### src/rtl/fifo_pkg.sv
// Shared definitions for the parametrised FIFO: read-mode constants and pointer sizing.
// Latency: n/a (compile-time constants and a constant function only).
// Backpressure: n/a.
package fifo_pkg;

  // Read-mode selectors for the FWFT parameter
  localparam int FIFO_MODE_STD  = 0;
  localparam int FIFO_MODE_FWFT = 1;

  // Pointer width for a given depth: address bits plus one wrap bit.
  // The wrap bit is what tells full (same address, different lap) from empty.
  function automatic int fifo_ptr_width(input int depth);
    return $clog2(depth) + 1;
  endfunction

endpackage

### src/rtl/fifo_ram.sv
// Storage array for the FIFO: WIDTH x DEPTH, one synchronous write port, one asynchronous read port.
// Latency: write visible on rd_data the cycle after the write edge; read is combinational.
// Backpressure: none; the owner must only write free slots.
module fifo_ram #(
  parameter int WIDTH = 8,
  parameter int DEPTH = 16
) (
  input  logic                     clk,
  input  logic                     wr_en,
  input  logic [$clog2(DEPTH)-1:0] wr_addr,
  input  logic [WIDTH-1:0]         wr_data,
  input  logic [$clog2(DEPTH)-1:0] rd_addr,
  output logic [WIDTH-1:0]         rd_data
);

  // Contents are deliberately not reset; occupancy tracking decides what is valid.
  logic [WIDTH-1:0] mem [DEPTH];

  // Write port: store the word at the tail address on the rising edge
  always_ff @(posedge clk) begin
    if (wr_en) begin
      mem[wr_addr] <= wr_data;
    end
  end

  assign rd_data = mem[rd_addr];

endmodule

### src/rtl/fifo_buffer_param.sv
// Parametrised single-clock FIFO with standard/FWFT read, occupancy, thresholds, sticky errors, flush.
// Latency: standard mode data 1 cycle after an accepted read; FWFT head visible the cycle after its write.
// Backpressure: writes while full and reads while empty are dropped and flagged. FIFO_PEAK_LEVEL_EN enables the high-watermark register.
module fifo_buffer_param
  import fifo_pkg::*;
#(
  parameter int WIDTH    = 8,
  parameter int DEPTH    = 16,
  parameter int FWFT     = FIFO_MODE_STD,
  parameter int AF_LEVEL = DEPTH - 2,
  parameter int AE_LEVEL = 2
) (
  input  logic                              clk,
  input  logic                              reset,
  input  logic                              write_en,
  input  logic [WIDTH-1:0]                  data_in,
  input  logic                              read_en,
  input  logic                              flush,
  input  logic                              clear_err,
  output logic [WIDTH-1:0]                  data_out,
  output logic                              data_valid,
  output logic                              empty,
  output logic                              full,
  output logic                              almost_empty,
  output logic                              almost_full,
  output logic [fifo_ptr_width(DEPTH)-1:0]  count,
  output logic                              overflow,
  output logic                              underflow,
  output logic [fifo_ptr_width(DEPTH)-1:0]  peak_level
);

  localparam int PW = fifo_ptr_width(DEPTH);
  localparam int AW = PW - 1;

  logic [PW-1:0]    wr_ptr, rd_ptr;
  logic [PW-1:0]    wr_ptr_nxt, rd_ptr_nxt, count_nxt;
  logic             wr_acc, rd_acc;
  logic             ovf_set, unf_set;
  logic [WIDTH-1:0] rd_data;

  // Accept/reject decisions use pre-edge full/empty; flush suppresses traffic and errors
  always_comb begin
    wr_acc  = write_en && !full  && !flush;
    rd_acc  = read_en  && !empty && !flush;
    ovf_set = write_en &&  full  && !flush;
    unf_set = read_en  &&  empty && !flush;
  end

  // Next pointer and occupancy values, shared by the state registers and the watermark
  always_comb begin
    wr_ptr_nxt = wr_ptr;
    rd_ptr_nxt = rd_ptr;
    count_nxt  = count;
    if (flush) begin
      wr_ptr_nxt = '0;
      rd_ptr_nxt = '0;
      count_nxt  = '0;
    end else begin
      wr_ptr_nxt = wr_ptr + PW'(wr_acc);
      rd_ptr_nxt = rd_ptr + PW'(rd_acc);
      count_nxt  = count + PW'(wr_acc) - PW'(rd_acc);
    end
  end

  // Pointer, count and full/empty state; full/empty come from the next pointers' lap bits
  always_ff @(posedge clk) begin
    if (reset) begin
      wr_ptr <= '0;
      rd_ptr <= '0;
      count  <= '0;
      empty  <= 1'b1;
      full   <= 1'b0;
    end else begin
      wr_ptr <= wr_ptr_nxt;
      rd_ptr <= rd_ptr_nxt;
      count  <= count_nxt;
      empty  <= (wr_ptr_nxt == rd_ptr_nxt);
      full   <= (wr_ptr_nxt[AW-1:0] == rd_ptr_nxt[AW-1:0]) &&
                (wr_ptr_nxt[PW-1]   != rd_ptr_nxt[PW-1]);
    end
  end

  // Sticky error flags: clear_err drops them, a new error in the same cycle wins
  always_ff @(posedge clk) begin
    if (reset) begin
      overflow  <= 1'b0;
      underflow <= 1'b0;
    end else begin
      overflow  <= (overflow  && !clear_err) || ovf_set;
      underflow <= (underflow && !clear_err) || unf_set;
    end
  end

  // Threshold flags are plain decodes of the registered count
  always_comb begin
    almost_full  = (int'(count) >= AF_LEVEL);
    almost_empty = (int'(count) <= AE_LEVEL);
  end

  fifo_ram #(
    .WIDTH (WIDTH),
    .DEPTH (DEPTH)
  ) u_ram (
    .clk     (clk),
    .wr_en   (wr_acc),
    .wr_addr (wr_ptr[AW-1:0]),
    .wr_data (data_in),
    .rd_addr (rd_ptr[AW-1:0]),
    .rd_data (rd_data)
  );

  generate
    if (FWFT == FIFO_MODE_FWFT) begin : g_fwft
      // Head entry is shown directly; forced to zero while empty so stale memory never leaks out
      assign data_out   = empty ? '0 : rd_data;
      assign data_valid = !empty;
    end else begin : g_std
      logic [WIDTH-1:0] dout_q;
      logic             vld_q;

      // Registered read: load the head on an accepted read, valid pulses for one cycle
      always_ff @(posedge clk) begin
        if (reset) begin
          dout_q <= '0;
          vld_q  <= 1'b0;
        end else begin
          vld_q <= rd_acc;
          if (rd_acc) begin
            dout_q <= rd_data;
          end
        end
      end

      assign data_out   = dout_q;
      assign data_valid = vld_q;
    end
  endgenerate

`ifdef FIFO_PEAK_LEVEL_EN
  // High-watermark of occupancy; flush leaves it alone since the next count is then zero
  always_ff @(posedge clk) begin
    if (reset || clear_err) begin
      peak_level <= '0;
    end else if (count_nxt > peak_level) begin
      peak_level <= count_nxt;
    end
  end
`else
  assign peak_level = '0;
`endif

endmodule

### config.mk
export PLATFORM = sky130hd
export DESIGN_NAME = fifo_buffer_param
export DESIGN_NICKNAME = d
export VERILOG_FILES = /design/src/rtl/fifo_pkg.sv /design/src/rtl/fifo_ram.sv /design/src/rtl/fifo_buffer_param.sv
export SDC_FILE = /design/constraint.sdc
export NUM_CORES = 1
export LEC_CHECK = 0
export BUFFER_PORTS_ARGS = -buffer_cell sky130_fd_sc_hd__buf_2
export CORE_AREA = 2 2 129 131
export CTS_CLUSTER_SIZE = 10
export DETAILED_ROUTE_END_ITERATION = 6
export DIE_AREA = 0 0 131 133
export HOLD_SLACK_MARGIN = 0.02
export PLACE_DENSITY = 0.55
export SLEW_MARGIN = 20
export SYNTH_ARGS = -nofsm -noshare
export SYNTH_HDL_FRONTEND = slang
export SYNTH_SLANG_ARGS = --single-unit
export TNS_END_PERCENT = 30
### constraint.sdc
create_clock -name clk -period 4.3 [get_ports clk]
set_clock_uncertainty 0.15 [all_clocks]
set_input_delay 0.43 -clock clk [delete_from_list [all_inputs] [get_ports clk]]
set_output_delay 0.43 -clock clk [all_outputs]
set_load 0.02 [all_outputs]
# Word-level counts from Yosys, hierarchy flattened
# Memories as Yosys holds them, arrays and structs flattened. A register that Yosys moved wholly into a read port is not among the register bits.
# Index checks and enable logic that the tools add are counted.
# Widths: inputs -> output; s select.
# totals
n_memories,1
register_bits,20
wordCells,40
inputBits,14
ram_bits,128
out_inout_bits,25
# op_classes
n_eq_ne,3
n_reduce_logical,18
n_mux,4
magnitude_cmp,2
add_sub_neg,4
# memory_table
name,depth,width,rd,rd_clocked_by_memory_dff,wr,line,text
u_ram.mem,16,8,1,1,1,fifo_ram.sv:17,logic [WIDTH-1:0] mem [DEPTH];
# ops
op,n
$add 5x1->5,3
$logic_and 1x1->1,11
$mux 5,2
$eq 5x5->1,1
$ge 5x4->1 const B,1
$le 5x2->1 const B,1
$sub 5x1->5,1
$eq 4x4->1,1
$logic_not 1->1,4
$logic_or 1x1->1,2
$mux 1,2
$reduce_or 2->1,1
$ne 1x1->1,1

# Longest topological paths before layout
# Gate-level depths: netlist of the first run.
# logic_depth
ltp_word,7
mapped_depth,10
mapped_depth_nobuf,10

# By module
# A second synthesis of the first run with hierarchy kept.
# hier_totals
cells_unflattened,358
area_unflattened_um2,6347.3
# by_module_without_submodules
module,seq_area_each_um2,instances,cells_per_inst,area_per_inst_um2
fifo_ram,3843.7,1,221,4987.3
fifo_buffer_param,560.5,1,137,1360.1

# Worst setup path after synthesis of the first run
# Ideal clock, no wire load.
# synth_path
path_kind,input-to-reg
startpoint,input flush
endpoint,memory u_ram.mem[0][0] (enable)
slack_ns,1.920
arrival_time_ns,1.846
setup_time_ns,0.383
path_stages,3
n_path_buf,0
required_ns,3.767
cell_sequence,nor3b_1 -> or3b_1 -> nor3_1
# synth_via
elab_chain_cells,4
# synth_lines
element,line,text
from (decl),fifo_buffer_param.sv:18,"input logic flush,"
$logic_not 1->1,fifo_buffer_param.sv:43,wr_acc = write_en && !full && !flush;
$logic_and 1x1->1,fifo_buffer_param.sv:43,
$mux 1,fifo_ram.sv:21,if (wr_en) begin
$mux 1 (not written as such),fifo_ram.sv:22,mem[wr_addr] <= wr_data;
to (decl),fifo_ram.sv:17,
# No other way between the ends.

# Worst setup path after layout of the first run
# layout_path
startpoint,register full
endpoint,memory u_ram.mem[2][2] (enable)
# layout_via
elab_chain_cells,5
# layout_lines
element,line,text
from (decl),fifo_buffer_param.sv:23,"output logic full,"
from (signal assigned),fifo_buffer_param.sv:78,full <= (wr_ptr_nxt[AW-1:0] == rd_ptr_nxt[AW-1:0]) &&
$logic_not 1->1,fifo_buffer_param.sv:43,
$logic_and 1x1->1 (2 in a row),fifo_buffer_param.sv:43,
$mux 1,fifo_ram.sv:21,
$mux 1 (not written as such),fifo_ram.sv:22,
# No other way between the ends.

==> metrics.txt, run 1 <==
Crit path arrival time 2510 ps; top post-synthesis cells by area edfxtp_1, mux4_2, dfxtp_1; Final GP Congestion approximately 0.73; CTS root buf clkbuf_16; vias in the first global route 3362; final net count ~430; Routed Antenna Nets 0; endpoints failing setup 0; status completed; Overflow after GRT 0; Post-Syn Instances roughly 360; initial antenna violation count 0; Area growth syn-to-layout 15.1%; R2R Path Start full; hold path start clear_err; RSZ-0062 raised after global routing no; area leader, netlist edfxtp_1; die extent in y 133 um; Tmin final 2620 ps; largest net degree at the start of global routing 26; Yosys warnings 0; clk slew on worst S/H paths 60 ps; io pins 39; global-route wire length before repair 19.1 mm; share of layout cells above drive strength 1 0.244; post-cts gate resize count 0; Post CTS Setup Buffer Count 0; CTS H-tree depth 4; critical path launch point type flop; PD cells approximately 440 mW/mm^2; Yosys reg bits 156; MaxCap Viol Count 0; routed via count 3210; clock latency on the worst-skew pair between 400 and 500 ps; Antenna Cells 0; Max VDD drop 0.285 mV; worst rel slew slack 0.315; die width 131 um; Avg WL per Cell about 20 um; Rows 47; crit end category flop; mapped cell area 0.00627 mm^2; Sum Neg Setup Slack 0 ps; drt pass-1 iters 4; Seq/Total Area, Yosys 0.702; final non-filler cell total 634; GRT Overall Usage 0.156; Setup crit start full; CP Class flop to flop; Final Max Tran Viols 0; CTS tree yes; PnR worst setup slack 1680 ps; hold_buf cts 0; drt drc 0; initial core utilization 0.388; Syn Area/Cell 17.3 um^2; detail-routed via count per cell between 5 and 6; Static Leak 2.36 nW; Crit Path Max Fanout 8; Buffers on Ports 33; DRT iter0 DRCs ~160; crit share post-route 0.609; core area 0.0162 mm^2; total CTS buffers 17; post-DP HPWL approximately 8.1 mm; pre-CTS setup slack 1260 ps; Die ar. 0.0174 mm^2; worst hold path class input pin to flop; filler cell count 1432; final core utilization 0.446; Crit path required time 4190 ps; Routed WL 12.5 mm; fmax around 380 MHz; Slew @ Worst Pin 1030 ps; Synth cell types 37; Tot Pwr 3.18 mW; count of final hold-check violations 0; Clock Sinks 156; Max Root-Sink Buffers 2; area share of the largest cell type after synthesis 0.613; dpl cells 602
## power by group
part / internal [mW] / switching [mW] / total (mW)
combinational: 0.0269 / 0.0575 / 0.0843
clock: 0.899 / 0.548 / 1.45
sequential: 1.64 / 0.00580 / 1.65
total: 2.57 / 0.611 / 3.18
## worst max-delay path, stage by stage, from the launching register on
cell and delay, ps:
dfxtp_1 330, nor3b_1 700, or3b_1 470, nor2_1 590
## cell type report
cell class / instances / area, um^2 / area share
clock buffer: 21 / 440 / 0.0610
clock inverter: 11 / 125 / 0.0173
inverter: 7 / 26.3 / 0.00364
multi-input combinational: 182 / 1750 / 0.242
sequential: 156 / 4410 / 0.610
tap: 220 / 275 / 0.0381
timing repair buffer: 37 / 195 / 0.0270
## metal layers
layer  part of all wire  up-vias  track usage
met3              0.041       15       0.0376
met2               0.49       81        0.240
met4              0.021        0       0.0686
met5                  0        -            0
li1                   -     1465            -
met1               0.45     1649        0.210
## path summary, 6_finish.rpt
kind | endpoint | slack (ps) | depth (start not counted)
worst max register to register | u_ram.mem[2][2] | 1680 | 3
worst max-delay path | u_ram.mem[2][2] | 1680 | 3
worst min register to register | data_out[6] | 310 | 2
worst min-delay path | underflow | 140 | 3
## cell usage in the layout (no fill, tap or decap), drive strengths merged
cell type / instances
conb: 5
o21ai: 1
xnor2: 11
nand3: 6
xor2: 5
a21oi: 13
o31ai: 1
a22oi: 16
o21a: 1
dfxtp: 28
nor3b: 1
nand2b: 4
mux4: 32
clkinv: 7
nor4b: 1
inv: 7
nor2: 29
nor2b: 5
clkinvlp: 1
and2: 5
edfxtp: 128
o21bai: 2
a21o: 8
ha: 12
buf: 37
bufinv: 3
or3b: 2
nand3b: 4
clkbuf: 21
xnor3: 1
fa: 1
nand2: 10
nor3: 4
or2: 2
## sequential cells by signal, indices dropped and copies added (netlist names), 5 cells and up
| register | count |
|---|---|
| wr_ptr | 5 |
| count | 5 |
| data_out | 8 |
| rd_ptr | 5 |
| u_ram.mem | 128 |
## cell families after synthesis
kind of cell,count (synthesis),share of synthesized area
muxes,32,0.115
buffers and inverters,28,0.0225
and+or+nand+nor,73,0.0609
DFF,156,0.702
adders and majority gates,13,0.0271
xor gates and xnor gates,17,0.0259
AOI/OAI and AO/OA,42,0.0455
other,1,0.000598
## synth_stat cells, drive strengths merged
| master | n |
|---|---|
| inv | 7 |
| nand2b | 4 |
| mux4 | 32 |
| clkbuf | 10 |
| o31ai | 1 |
| nor3 | 4 |
| nor4b | 1 |
| nor3b | 1 |
| o21a | 1 |
| nand3b | 4 |
| xor2 | 5 |
| fa | 1 |
| nor2b | 5 |
| nor2 | 29 |
| nand2 | 10 |
| a21oi | 13 |
| a22oi | 16 |
| o21bai | 2 |
| or3b | 2 |
| nand3 | 6 |
| or2 | 2 |
| dfxtp | 28 |
| o21ai | 1 |
| edfxtp | 128 |
| and2 | 5 |
| xnor3 | 1 |
| buf | 11 |
| ha | 12 |
| a21o | 8 |
| xnor2 | 11 |
| conb | 1 |
## stage by stage
stage,hold slack (ps),instance area (um^2)
after CTS,119,7210
after global routing,142,7220
after detailed placement,302,6640
after floorplan,335,6280
final,144,7220
after global placement,294,6640
(Power assumes the default switching activity.)
==> run 2, diff against run 1 <==
Clock period 4.3 ns to 2.7 ns, I/O delays scaled along.
==> metrics.txt, run 2 (synthesized netlist as in run 1, its figures left out) <==
status completed (unchanged); Max VDD drop 0.443 mV (was 0.285 mV); share of layout cells above drive strength 1 0.279 (was 0.244); worst rel slew slack 0.537 (was 0.315); core area 0.0162 mm^2 (unchanged); drt drc 0 (unchanged); routed via count 3260 (was 3210); crit share post-route 0.814 (was 0.609); Overflow after GRT 0 (unchanged); PD cells 731 mW/mm^2 (was 440 mW/mm^2); Final Max Tran Viols 0 (unchanged); Buffers on Ports 33 (unchanged); drt pass-1 iters 4 (unchanged); CTS H-tree depth 4 (unchanged); post-DP HPWL 8.01 mm (was 8.06 mm); PnR worst setup slack 503 ps (was 1680 ps); Sum Neg Setup Slack 0 ps (unchanged); initial antenna violation count 0 (unchanged); CP Class flop to flop (unchanged); fmax 455 MHz (was 382 MHz); Min Hold Slack 58.8 ps (was 144 ps); clock latency on the worst-skew pair 420 ps (was 410 ps); Routed WL 12.5 mm (about the same); critical path launch point type flop (unchanged); CTS tree yes (unchanged); Area growth syn-to-layout 19.5% (was 15.1%); final non-filler cell total 654 (was 634); io pins 39 (unchanged); DRT iter0 DRCs 257 (was 162); Tot Pwr 5.48 mW (was 3.18 mW); RSZ-0062 raised after global routing no (unchanged); Avg WL per Cell 19.1 um (was 19.7 um); die width 131 um (unchanged); final net count 448 (was 428); Multi-input gate area 0.00174 mm^2 (was 0.00175 mm^2); MaxCap Viol Count 0 (unchanged); max FFs per register 128 (unchanged); storage element area 0.00441 mm^2 (unchanged); CTS root buf clkbuf_16 (unchanged); commonest cells after routing, fill and taps aside edfxtp_1, buf_2, mux4_2, nor2_1, dfxtp_1 (unchanged); Routed Antenna Nets 0 (unchanged); final instance area 0.00749 mm^2 (was 0.00722 mm^2); global-route wire length before repair 19.2 mm (was 19.1 mm); Crit path required time 2890 ps (was 4190 ps); total CTS buffers 17 (unchanged); largest net degree at the start of global routing 36 (was 26); Antenna Cells 0 (unchanged); filler cell count 1382 (was 1432); Biggest register u_ram.mem (unchanged); worst hold stages 3 (unchanged); Crit path arrival time 2390 ps (was 2510 ps); most common cell after layout, fill and taps aside edfxtp_1 (unchanged); Final GP Congestion 0.810 (was 0.733); Die ar. 0.0174 mm^2 (unchanged); initial core utilization 0.388 (unchanged); GRT Overall Usage 0.156 (about the same); Static Leak 2.51 nW (was 2.36 nW); dpl cells 618 (was 602); pre-CTS setup slack 404 ps (was 1260 ps); Post CTS Setup Buffer Count 0 (unchanged); Max Root-Sink Buffers 2 (unchanged); count of final hold-check violations 0 (unchanged); final core utilization 0.463 (was 0.446); worst hold path class input pin to flop (unchanged); vias in the first global route 3264 (was 3362); clk slew on worst S/H paths 60 ps (about the same); Tmin final 2200 ps (was 2620 ps); worst r2r path cells 7 (was 3); Crit Path Max Fanout 21 (was 8); crit end category flop (unchanged); Clock Sinks 156 (unchanged); Rows 47 (unchanged); Slew @ Worst Pin 694 ps (was 1030 ps); detail-routed via count per cell 4.98 (was 5.06); endpoints failing setup 0 (unchanged); die extent in y 133 um (unchanged); dpl cell area 0.00677 mm^2 (was 0.00664 mm^2)
==> run 2: path summary, 6_finish.rpt <==
kind                                     to  slack [ps]   startpoint
worst min-delay path                  empty          60        flush
worst min register to register  data_out[6]         300  data_out[6]
worst max register to register         full         500        empty
worst max-delay path                   full         500        empty
==> run 2: per-layer routing <==
metal	GRT usage	routed length [um]	part of all wire
met3	0.0493	585	0.047
met1	0.219	5960	0.48
met4	0.0585	271	0.022
met2	0.227	5710	0.46
met5	0	0	0
==> run 2: layout make-up <==
| class | count | share of cell area |
|---|---|---|
| Clock buffer | 19 | 0.0578 |
| Tap cell | 220 | 0.0367 |
| Sequential cell | 156 | 0.588 |
| Inverter | 7 | 0.00351 |
| Multi-Input combinational cell | 182 | 0.232 |
| Clock inverter | 13 | 0.0327 |
| Timing Repair Buffer | 57 | 0.0491 |
==> run 2: critical path, stage by stage, from the launching register on <==
cell	delay, ps
dfxtp_1	340
or3b_4	510
nor2_1	140
ha_1	200
nand3_1	110
xor2_1	230
xor2_1	230
nor4b_2	210
==> run 2: power by group <==
part           switching [mW]  leakage, nW  internal, mW
registers             0.00720         1.38          2.61
logic                  0.0954        0.815        0.0473
clock network           0.898        0.318          1.82
==> run 2: what timing repair did <==
action | 4_1_cts | 5_1_grt
setup endpoints to repair | 0 | 0
hold buffers | 4 | 0
resized for setup | 0 | 0
endpoints found under the hold margin | 10 | 0
